`config.mk`:
```
export PLATFORM = sky130hd
export DESIGN_NAME = serializer
export DESIGN_NICKNAME = d
export VERILOG_FILES = /design/src/rtl/serializer_pkg.sv /design/src/rtl/serializer_ctrl.sv /design/src/rtl/serializer.sv
export SDC_FILE = /design/constraint.sdc
export NUM_CORES = 1
export LEC_CHECK = 0
export CORE_ASPECT_RATIO = 0.9
export CORE_MARGIN = 2
export CORE_UTILIZATION = 40
export CTS_CLUSTER_DIAMETER = 40
export CTS_CLUSTER_SIZE = 14
export DETAILED_ROUTE_END_ITERATION = 16
export PLACE_DENSITY = 0.67
export SYNTH_ARGS = -nofsm -noshare
export SYNTH_HDL_FRONTEND = slang
export SYNTH_HIERARCHICAL = 1
export SYNTH_SLANG_ARGS = --single-unit
```
`constraint.sdc`:
```
create_clock -name clk -period 2.1 [get_ports clk]
set_input_delay 0.42 -clock clk [delete_from_list [all_inputs] [get_ports clk]]
set_output_delay 0.42 -clock clk [all_outputs]
set_load 0.005 [all_outputs]
```
`src/rtl/serializer_pkg.sv`:
```
// Shared types and helpers for the parallel-to-serial stage.
package serializer_pkg;

  typedef enum logic {
    IDLE = 1'b0,
    SEND = 1'b1
  } state_e;

  // Width of the word counter; at least one bit even for single-word bundles.
  function automatic int unsigned count_width(input int unsigned n);
    return (n <= 1) ? 1 : $clog2(n);
  endfunction

endpackage

```
`src/rtl/serializer_ctrl.sv`:
```
// Control FSM for the serializer: handshake outputs, capture enable, word select.
module serializer_ctrl
  import serializer_pkg::*;
#(
  parameter int unsigned N_SAMPLES = 8,
  parameter int unsigned CNT_W     = count_width(N_SAMPLES)
) (
  input  logic             clk,
  input  logic             reset,
  input  logic             recv_val,
  output logic             recv_rdy,
  output logic             send_val,
  input  logic             send_rdy,
  output logic             capture,
  output logic [CNT_W-1:0] sel
);

  localparam logic [CNT_W-1:0] LAST = CNT_W'(N_SAMPLES - 1);

  state_e           state;
  state_e           state_next;
  logic [CNT_W-1:0] count;
  logic             last_beat;

  assign last_beat = send_val && send_rdy && (count == LAST);

  // State register.
  always_ff @(posedge clk) begin
    if (reset) begin
      state <= IDLE;
    end else begin
      state <= state_next;
    end
  end

  // Next-state logic: accept a bundle in IDLE, leave SEND after the last beat.
  always_comb begin
    state_next = state;
    case (state)
      IDLE:    if (capture)   state_next = SEND;
      SEND:    if (last_beat) state_next = IDLE;
      default: state_next = IDLE;
    endcase
  end

  // Outputs depend only on registered state, with reset forcing both handshakes low.
  always_comb begin
    recv_rdy = (state == IDLE) && !reset;
    send_val = (state == SEND) && !reset;
    capture  = recv_val && recv_rdy;
    sel      = count;
  end

  // Word counter: cleared on capture and after the last beat, advances per send beat.
  always_ff @(posedge clk) begin
    if (reset) begin
      count <= '0;
    end else if (capture || last_beat) begin
      count <= '0;
    end else if (send_val && send_rdy) begin
      count <= count + 1'b1;
    end
  end

endmodule

```
`src/rtl/serializer.sv`:
```
// Parallel-to-serial stage: registers one bundle and emits its words in order.
module serializer
  import serializer_pkg::*;
#(
  parameter int unsigned BIT_WIDTH = 32,
  parameter int unsigned N_SAMPLES = 8
) (
  input  logic                           clk,
  input  logic                           reset,
  input  logic [N_SAMPLES*BIT_WIDTH-1:0] recv_msg,
  input  logic                           recv_val,
  output logic                           recv_rdy,
  output logic [BIT_WIDTH-1:0]           send_msg,
  output logic                           send_val,
  input  logic                           send_rdy
);

  localparam int unsigned CNT_W = count_width(N_SAMPLES);

  logic [N_SAMPLES*BIT_WIDTH-1:0] bundle;
  logic                           capture;
  logic [CNT_W-1:0]               sel;
  logic [BIT_WIDTH-1:0]           word;

  serializer_ctrl #(
    .N_SAMPLES (N_SAMPLES),
    .CNT_W     (CNT_W)
  ) u_ctrl (
    .clk      (clk),
    .reset    (reset),
    .recv_val (recv_val),
    .recv_rdy (recv_rdy),
    .send_val (send_val),
    .send_rdy (send_rdy),
    .capture  (capture),
    .sel      (sel)
  );

  // Bundle register: loads only on an accepted receive transfer.
  always_ff @(posedge clk) begin
    if (reset) begin
      bundle <= '0;
    end else if (capture) begin
      bundle <= recv_msg;
    end
  end

  // Word mux: selected word while sending, zero otherwise.
  always_comb begin
    word = '0;
    for (int unsigned i = 0; i < N_SAMPLES; i++) begin
      if (sel == CNT_W'(i)) word = bundle[i*BIT_WIDTH +: BIT_WIDTH];
    end
    send_msg = send_val ? word : '0;
  end

endmodule

```
==> results.md, run 1 <==
* Critical path launch point: u_ctrl/sel[0]
* Final Hold Vio Count at 0
* Sink count of the clock tree at 260
* Leakage at 0.00687 µW
* Number of global-route vias before repair at about 10000
* Via count at 10100
* Layout filler cell count at around 2300
* Die ar. at 0.0307 mm²
* Net count after synthesis at 1431
* Worst-case vdd ir drop at approximately 0.53 mV
* Worst Min Path Start: bundle[192]
* Total of hold buffers inserted after clock tree synthesis at 0
* Outcome: complete, but fails checks
* Number of synthesized flops with an enable pin at 0
* Critical path required time at 1.68 ns
* Post-synth top area cell: sky130_fd_sc_hd__dfxtp_1
* Layout Nets at approximately 1800
* Port bufs at about 290
* Violation count after the first detailed-routing iteration at 580
* CTS tree: built
* Share of post-route cells with drive strength above 1 at 0.250
* Row count at 59
* Register-to-Register Path Depth at 8
* Worst slew pin tran at 1.00 ns
* Crit path to: send_msg[11]
* Kind of start point of the critical path: flip-flop
* Final period utilization at 1.25
* Mean number of vias per cell at approximately 5.1
* Final cell count without fillers at ~2000
* Area taken by multi-input logic gates at between 0.006 and 0.007 mm²
* Max Transition Viols Final at 0
* Crit path arrival time at between 2 and 2.5 ns
* Synth cell count leaders: sky130_fd_sc_hd__mux2i_1 (325), sky130_fd_sc_hd__nor2_1 (262), sky130_fd_sc_hd__dfxtp_1 (260), sky130_fd_sc_hd__buf_2 (44), sky130_fd_sc_hd__clkbuf_1 (36)
* Overall Power at 13500 µW
* Maximum clock skew at final layout at about 0.015 ns
* Top cells by area, synth: sky130_fd_sc_hd__dfxtp_1 (44%), sky130_fd_sc_hd__mux2i_1 (28%), sky130_fd_sc_hd__nor2_1 (8.4%), sky130_fd_sc_hd__a211oi_2 (2.2%), sky130_fd_sc_hd__a32o_1 (2.1%)
* Reg-to-Reg Start: u_ctrl/sel[0]
* Layout-stage area growth over the synthesis result at 55.8%
* Initial standard-cell utilization of the core at 0.406
* Number of distinct library cell variants in the gate-level netlist after synthesis at 34
* Avg Cell Area, Syn at about 10 µm²
* Detailed-router iteration count before antenna repair at 5
* Remaining global-route overflow at 0
* Register bit count reported by yosys at 260
* Type of the most critical hold path: flip-flop to flip-flop
* Crit. End Element: output pin
* Fin crit period at between 2 and 3 ns
* CP cell instances: buf_12 > buf_8 > buf_12 > buf_12 > buf_4 > mux2i_2 > o22ai_2 > a32o_2 > buf_2
* Capture point of the worst reg-to-reg path: u_ctrl/sel[2]
* Final total negative setup slack at -12.67 ns
* Setup slack on the worst flop-to-flop path at 0.27 ns
* Finished Core Util at 0.632
* Most common flop cell mapped by yosys: sky130_fd_sc_hd__dfxtp_1
* Sum of buffers and inverters on the critical path at 6
* Overall global routing resource usage at 0.242
* Cell class contributing the biggest share of worst-path delay: buffers and inverters
* CTS Root Cell: sky130_fd_sc_hd__clkbuf_16
* Number of placed I/O pins at between 200 and 300
* Async set or reset register ratio after synthesis at 0
* Die width at 184 µm
* Worst-Skew Late Latency at 0.52 ns
* Total of max-cap violations at 0
* Cells after DPL at 1837
* Setup-failing EPs final at 32
* Seq. cell area at approximately 0.0052 mm²
* Core outline area at slightly below 0.03 mm²
* Final ANT Viol Nets at 0
* Critical Setup Path Class: flip-flop to output pin
* Weighted congestion at the end of routability-driven global placement at roughly 0.83
* Achievable clock frequency at around 0.38 GHz
* Most frequently used cell type in the post-synthesis netlist: sky130_fd_sc_hd__mux2i_1
* Mean routed wirelength per cell at slightly below 20 µm
* Worst path most repeated cell: sky130_fd_sc_hd__buf_12
* Max-Slew Margin vs Limit at 0.332
* Highest cell delay on the worst timing path at about 0.36 ns
* CTS Buffer Depth at 3
* Unrepaired setup endpoints after global routing: true
* Final Routed Wirelength at 38500 µm
* Pwr/cell area at between 700 and 800 mW/mm²
* Final worst-path setup slack at -0.517 ns
* DRC violation count after routing at 0
* Pin count of the biggest net entering global routing at 99
* Violations in the final reports: setup timing
* Post-synthesis instance area at about 0.012 mm²
* Number of warnings printed during yosys synthesis at 6
* Clock-pin slew on the worst setup and hold paths at 0.05 ns
* Antenna violations before repair at 3
* Total clock buffers created by CTS at 38
* Number of cells on the critical path at 9
* Gate Count Post-Synth at approximately 1200
* Worst-path cell with the longest stage delay: sky130_fd_sc_hd__dfxtp_4
* Vert. Die Dim at between 150 and 200 µm
* Wire length of the first global-routing pass at roughly 58000 µm
* Number of cells traversed by the worst hold path at 2
* Post-synthesis sequential area ratio at 0.444
* DPL Wire Length at roughly 26000 µm
* Crit-path max FO at 5
* H-tree levels at 2
* Area share of the leading cell type in the synthesized netlist at 0.444
[what timing repair did]
item / CTS / global route
cloned: 7 / 0
endpoints found under the setup margin: 34 / 32
setup buffers: 54 / 5
resized for setup: 276 / 71
pin swaps: 86 / 38
[layout make-up]
| class | instances | share of cell area |
|---|---|---|
| inverter | 2 | 0.000412 |
| tap | 396 | 0.0272 |
| clock inverter | 21 | 0.0107 |
| sequential | 260 | 0.286 |
| multi-input combinational | 807 | 0.363 |
| timing repair buffer | 434 | 0.252 |
| clock buffer | 47 | 0.0597 |
| antenna | 3 | 0.000412 |
[worst register-to-register path, delay by kind of cell, from the launching register on]
| kind | cells | cell delay [ns] |
|---|---|---|
| buffers and inverters | 4 | 0.55 |
| adder cells (fa/ha/maj) | 2 | 0.38 |
| flip-flops | 1 | 0.36 |
| AND/OR/NAND/NOR | 1 | 0.32 |
| AO/OA/AOI/OAI | 1 | 0.16 |
[logic make-up (layout without fill, tap and decap cells)]
kind of cell | after synthesis | count (layout) | share of synthesized area
other | 0 | 3 | 0
flip-flops | 260 | 260 | 0.444
AO/OA/AOI/OAI | 130 | 130 | 0.0886
adder cells (fa/ha/maj) | 2 | 2 | 0.00214
AND/OR/NAND/NOR | 325 | 325 | 0.116
multiplexers | 350 | 350 | 0.302
buffers and inverters | 102 | 504 | 0.0467
[per-layer routing]
layer / track usage / routed length, µm / vias to the layer above
met3: 0.0638 / 2870 / 69
li1: - / - / 4859
met5: 0 / 0 / -
met2: 0.385 / 17700 / 335
met1: 0.320 / 17100 / 4807
met4: 0.0741 / 850 / 0
[power by group]
part | total, µW | switching [µW] | leakage [µW] | internal [µW]
logic | 1860 | 735 | 0.00414 | 1130
registers | 5300 | 148 | 0.00212 | 5150
clock network | 6370 | 2410 | 0.000614 | 3950
[how the worst min path moves through the flow]
| stage | slack [ns] | end |
|---|---|---|
| 2_1_floorplan | 0.45 | bundle[11] |
| 3_3_place_gp | 0.47 | bundle[209] |
| 3_5_place_dp | 0.48 | bundle[26] |
| 4_1_cts | 0.49 | bundle[26] |
| 5_1_grt | 0.51 | bundle[214] |
| 6_report | 0.49 | bundle[192] |
[cells in the final DEF, fill, tap and decap left out, types with 24 or more instances in the layout]
cell	synthesis	final
sky130_fd_sc_hd__buf_6	11	26
sky130_fd_sc_hd__dfxtp_1	260	257
sky130_fd_sc_hd__buf_2	44	31
sky130_fd_sc_hd__nor2_1	262	262
sky130_fd_sc_hd__mux2i_2	0	24
sky130_fd_sc_hd__buf_12	0	36
sky130_fd_sc_hd__buf_4	7	63
sky130_fd_sc_hd__clkbuf_16	0	41
sky130_fd_sc_hd__mux2i_1	325	292
sky130_fd_sc_hd__clkdlybuf4s50_1	0	258
[state kept, by name, summed over array words and instances, names as in the netlist]
name and count:
bundle 256, u_ctrl/state 1, u_ctrl/sel 3
[stage by stage]
step                      setup WS (ns)  hold slack (ns)  cell area, µm²
final                            -0.517            0.486           18200
after global routing             -0.579            0.509           18200
after floorplan                   0.228            0.452           11700
after CTS                        -0.496            0.490           17900
after detailed placement         -0.473            0.475           15500
after global placement           -0.458            0.468           15500
No activity file was read; power rests on OpenSTA's default activity.
==> run 2, diff against run 1 <==
CTS_CLUSTER_SIZE = default   (was 14)
==> run 2 against run 1 <==
Compared with the run above: worst setup slack better by 0.022 ns; the run still ends with setup timing left; highest routed layer unchanged; sequential cell count stayed put; wire length is 0.14% higher; clock power is 5.8% higher; combinational power hardly changed; sequential share of layout area is 0.092 points higher; design area is 0.32% lower; largest cell class unchanged; non-clock buffer count is 1 lower.
==> results.md, run 2 (synthesis gave the netlist of run 1 again) <==
* Initial standard-cell utilization of the core at 0.406
* Pin count of the biggest net entering global routing at just under 100
* Violations in the final reports: setup timing
* Layout-stage area growth over the synthesis result at 55.3%
* Worst-Skew Late Latency at about 0.52 ns
* Type of the most critical hold path: flip-flop to flip-flop
* Most common cell after layout, fill and taps aside: sky130_fd_sc_hd__mux2i_1
* Max-Slew Margin vs Limit at 0.336
* Commonest non-fill, non-tap cells in the layout: sky130_fd_sc_hd__mux2i_1 (311), sky130_fd_sc_hd__nor2_1 (262), sky130_fd_sc_hd__clkdlybuf4s50_1 (258)
* Unrepaired setup endpoints after global routing: true
* Overall Power at roughly 14000 µW
* Fin crit period at ~2.6 ns
* Layout Nets at approximately 1800
* DPL Wire Length at 26400 µm
* Outcome: complete, but fails checks
* Layout filler cell count at 2323
* Crit-path max FO at 5
* Number of global-route vias before repair at approximately 10000
* Max Transition Viols Final at 0
* Total of hold buffers inserted after clock tree synthesis at 0
* Port bufs at approximately 290
* Final Hold Vio Count at 0
* Detailed-router iteration count before antenna repair at 5
* Kind of start point of the critical path: flip-flop
* Die ar. at around 0.031 mm²
* Total of max-cap violations at 0
* CTS Buffer Depth at 3
* Final period utilization at 1.24
* DR WL met3 at ~2800 µm
* Final worst-path setup slack at -0.495 ns
* Row count at between 50 and 60
* CTS Root Cell: sky130_fd_sc_hd__clkbuf_16
* Maximum clock skew at final layout at around 0.014 ns
* Crit path arrival time at roughly 2.2 ns
* Sink count of the clock tree at between 200 and 300
* Achievable clock frequency at ~0.39 GHz
* DRC violation count after routing at 0
* Register with the most flip-flops: bundle
* Total routed wire length on the met1 layer at 16900 µm
* Wire length of the first global-routing pass at about 60000 µm
* Leakage at roughly 0.007 µW
* Total clock buffers created by CTS at 38
* Die width at 184 µm
* Mean routed wirelength per cell at 19.6 µm
* Share of post-route cells with drive strength above 1 at 0.233
* Worst slew pin tran at 0.996 ns
* CTS tree: built
* Number of placed I/O pins at slightly below 300
* Violation count after the first detailed-routing iteration at roughly 490
* Crit. End Element: output pin
* Core outline area at between 0.02 and 0.03 mm²
* Highest signal layer in the routed design: met4
* Mean number of vias per cell at 5.10
* Final Routed Wirelength at about 39000 µm
* Worst slack at placement at -0.473 ns
* Critical Setup Path Class: flip-flop to output pin
* Antenna violations before repair at 4
* Pwr/cell area at between 700 and 800 mW/mm²
* Final ANT Viol Nets at 0
* H-tree levels at 2
* Clock-pin slew on the worst setup and hold paths at approximately 0.05 ns
* Overall global routing resource usage at 0.244
* Via count at 10000
* Worst-case vdd ir drop at 0.506 mV
* Setup-failing EPs final at 32
* Met2 routed WL at roughly 18000 µm
* Max FFs per register at roughly 260
* Vert. Die Dim at between 150 and 200 µm
* Remaining global-route overflow at 0
* Weighted congestion at the end of routability-driven global placement at 0.828
* Critical path required time at about 1.7 ns
[run 2: changes by cell type in the layout (fill, tap and decap cells not counted), moves of 3 or more]
| cell | change |
|---|---|
| sky130_fd_sc_hd__mux2i_1 | +19 |
| sky130_fd_sc_hd__bufinv_16 | +3 |
| sky130_fd_sc_hd__clkinvlp_4 | -4 |
| sky130_fd_sc_hd__o221ai_4 | +3 |
| sky130_fd_sc_hd__mux2i_2 | -20 |
| sky130_fd_sc_hd__buf_8 | -6 |
| sky130_fd_sc_hd__buf_4 | +3 |
| sky130_fd_sc_hd__nor2b_2 | +4 |
| sky130_fd_sc_hd__o221ai_2 | -3 |
[run 2: final cells by class]
class | instances | area (µm²) | area share
clock inverters | 18 | 236 | 0.0130
inverters | 2 | 7.51 | 0.000413
multi-input cells | 807 | 6530 | 0.359
repair buffers | 433 | 4570 | 0.251
well taps | 396 | 495 | 0.0273
diodes | 4 | 10.0 | 0.000551
clock buffers | 50 | 1120 | 0.0616
flip-flops and latches | 260 | 5220 | 0.287
[run 2: per-stage QoR]
step	utilization	hold slack, ns	area [µm²]	setup TNS (ns)	std cells
finish	0.630	0.492	18200	-12.89	1970
global route	0.630	0.506	18200	-14.87	1969
CTS	0.622	0.490	17900	-12.99	1956
detailed placement	0.538	0.475	15500	-7.19	1837
global placement	0.538	0.468	15500	-6.86	1837
floorplan	-	0.452	11700	0	1169
[run 2: what timing repair did]
item | CTS | global route
cloned | 6 | 2
pin swaps | 74 | 31
resized for setup | 290 | 29
setup endpoints to repair | 34 | 32
buffers inserted | 47 | 9
[run 2: worst paths after layout]
kind	cells past startpoint	start	endpoint	slack, ns
max	7	u_ctrl/sel[0]	send_msg[1]	-0.50
min	2	bundle[111]	bundle[111]	0.49
max reg2reg	6	u_ctrl/sel[1]	u_ctrl/sel[2]	0.36
min reg2reg	2	bundle[111]	bundle[111]	0.49
[run 2: power breakdown]
| part | switching (µW) | leakage [µW] | internal, µW |
|---|---|---|---|
| sequential | 141 | 0.00212 | 5150 |
| combinational | 734 | 0.00410 | 1120 |
| clock | 2370 | 0.000660 | 4370 |
[run 2: per-layer routing]
metal | global-route usage | up-vias
li1 | - | 4874
met1 | 0.318 | 4780
met2 | 0.393 | 325
met3 | 0.0625 | 67
met4 | 0.0776 | 0
met5 | 0 | -
[run 2: critical path, stage by stage, from the launching register on]
cell	delay (ns)
sky130_fd_sc_hd__dfxtp_4	0.36
sky130_fd_sc_hd__buf_8	0.14
sky130_fd_sc_hd__bufbuf_16	0.27
sky130_fd_sc_hd__buf_4	0.13
sky130_fd_sc_hd__a211oi_2	0.20
sky130_fd_sc_hd__o22ai_2	0.16
sky130_fd_sc_hd__a32o_2	0.28
sky130_fd_sc_hd__buf_2	0.13
==> run 3, diff against run 2 <==
DONT_BUFFER_PORTS = 1   (was default)
PLACE_DENSITY = default   (was 0.67)
SLEW_MARGIN = 0   (was default)
==> run 3 against run 2 <==
Compared with the run above: the run still ends with setup timing left; first-iteration DRC count fell by 6.9%; critical path depth stayed put; combinational power shrank 42%; via count is 15% lower; highest routed layer is now met5.
==> results.md, run 3 (synthesis gave the netlist of run 1 again) <==
* Worst-path cell with the longest stage delay: sky130_fd_sc_hd__dfxtp_4
* Layout Nets at ~1400
* Design area at 0.0146 mm²
* CTS tree: built
* Worst path most repeated cell: sky130_fd_sc_hd__buf_12
* CP cell instances: buf_12 > buf_12 > buf_4 > nor2b_2 > a211oi_4 > o22ai_2 > a32o_2
* Total of max-cap violations at 0
* Die ar. at about 0.031 mm²
* Layout-stage area growth over the synthesis result at 24.5%
* Most common cell after layout, fill and taps aside: sky130_fd_sc_hd__mux2i_1
* Remaining global-route overflow at 0
* Worst-Skew Late Latency at around 0.53 ns
* Violation count after the first detailed-routing iteration at between 400 and 500
* Mean number of vias per cell at between 5 and 6
* Die width at ~180 µm
* Clock-pin slew on the worst setup and hold paths at approximately 0.05 ns
* DPL Wire Length at approximately 25000 µm
* Number of placed I/O pins at between 200 and 300
* Detailed-router iteration count before antenna repair at 5
* DRC violation count after routing at 0
* Placed Area at between 0.01 and 0.015 mm²
* Port bufs at 0
* Share of post-route cells with drive strength above 1 at 0.222
* Setup-failing EPs final at 32
* Cell class contributing the biggest share of worst-path delay: compound AO/OA/AOI/OAI gates
* Final worst-path setup slack at -0.339 ns
* Sink count of the clock tree at 260
* Vert. Die Dim at 166 µm
* Number of global-route vias before repair at ~8400
* Final Hold Vio Count at 0
* Critical Setup Path Class: flip-flop to output pin
* Worst Min Path Start: send_rdy
* Kind of start point of the critical path: flip-flop
* CTS Buffer Depth at 3
* Crit-path max FO at 8
* Antenna violations before repair at 3
* Worst-case vdd ir drop at between 0.7 and 0.8 mV
* Pin count of the biggest net entering global routing at between 200 and 300
* Reg-to-Reg Start: u_ctrl/state
* Worst hold slack at ~0.012 ns
* Weighted congestion at the end of routability-driven global placement at 0.791
* Wire length of the first global-routing pass at around 53000 µm
* Worst slack at placement at 0.0549 ns
* Violations in the final reports: setup timing
* Worst slew pin tran at 0.493 ns
* Critical path required time at 1.68 ns
* Register with the most flip-flops: bundle
* Type of the most critical hold path: primary input to flip-flop
* Max FFs per register at ~260
* Highest cell delay on the worst timing path at 0.36 ns
* Mean routed wirelength per cell at approximately 23 µm
* Max-Slew Margin vs Limit at 0.662
* Outcome: complete, but fails checks
* Sum of buffers and inverters on the critical path at 3
* Final Routed Wirelength at between 30000 and 40000 µm
* Initial standard-cell utilization of the core at 0.406
* Max Transition Viols Final at 0
* Pwr/cell area at between 900 and 1000 mW/mm²
* Leakage at around 0.0053 µW
* Via count at approximately 8600
* Critical path launch point: u_ctrl/sel[0]
* Maximum clock skew at final layout at 0.0304 ns
* Row count at 59
* H-tree levels at 2
* Achievable clock frequency at slightly above 0.4 GHz
* Total clock buffers created by CTS at between 40 and 50
* Final period utilization at 1.16
* Unrepaired setup endpoints after global routing: true
* Core outline area at ~0.029 mm²
* Final ANT Viol Nets at 0
* CTS Root Cell: sky130_fd_sc_hd__clkbuf_16
* Overall global routing resource usage at 0.227
* Commonest non-fill, non-tap cells in the layout: sky130_fd_sc_hd__mux2i_1 (305), sky130_fd_sc_hd__nor2_1 (262), sky130_fd_sc_hd__dfxtp_1 (256)
* Crit path arrival time at around 2.0 ns
* Setup slack on the worst flop-to-flop path at around 0.26 ns
* Fin crit period at 2.44 ns
* Crit. End Element: output pin
-- run 3: cell count changes in the layout (fill, tap and decap cells not counted), moves of 14 or more --
cell and delta:
sky130_fd_sc_hd__clkdlybuf4s50_1 -258, sky130_fd_sc_hd__buf_4 -37, sky130_fd_sc_hd__buf_2 -31, sky130_fd_sc_hd__buf_6 -23
sky130_fd_sc_hd__buf_12 -15, sky130_fd_sc_hd__mux2_4 -15, sky130_fd_sc_hd__o21ai_0 +14
-- run 3: worst register-to-register path, cell delays in order, from the launching register on --
cell                            delay, ns
sky130_fd_sc_hd__dfxtp_2             0.35
sky130_fd_sc_hd__nor2_1              0.16
sky130_fd_sc_hd__and2_4              0.19
sky130_fd_sc_hd__buf_4               0.20
sky130_fd_sc_hd__mux2i_1             0.21
sky130_fd_sc_hd__nor2_1              0.05
sky130_fd_sc_hd__dlygate4sd3_1       0.54
-- run 3: layout make-up --
class | instances | area, µm²
diodes | 2 | 5.00
clock buffers | 47 | 1060
clock inverters | 28 | 353
fillers | 2617 | 14300
inverters | 2 | 7.51
multi-input cells | 807 | 6400
flip-flops and latches | 260 | 5220
well taps | 396 | 495
repair buffers | 74 | 1040
-- run 3: final timing paths --
check                  to  cells after the start
max          send_msg[27]                      7
min          u_ctrl/state                      1
max reg2reg   bundle[253]                      6
min reg2reg   bundle[205]                      2
-- run 3: timing repair --
action	CTS	global route
gates cloned	3	2
resized for setup	70	57
pin swaps	25	36
endpoints found under the hold margin	122	69
endpoints found under the setup margin	32	36
setup buffers	13	9
hold buffers	8	2
-- run 3: per-layer routing --
metal	up-vias	track usage	routed length, µm
li1	4166	-	-
met1	4056	0.325	17400
met2	297	0.325	15200
met3	49	0.0825	3400
met4	2	0.0497	543
met5	-	0	13
-- run 3: stage by stage --
stage	total power, µW	setup TNS [ns]	std cells	utilization
after floorplan	6120	0	1169	-
after global placement	6270	0	1503	0.423
after detailed placement	6290	0	1503	0.423
after CTS	13400	-9.15	1602	0.491
after global routing	13800	-9.95	1614	0.505
final	13400	-8.43	1616	0.505
-- run 3: where the power goes --
part	total, µW	leakage, µW	switching (µW)	internal (µW)
combinational	1080	0.00253	517	567
sequential	5310	0.00212	154	5150
clock	6980	0.000670	2560	4420
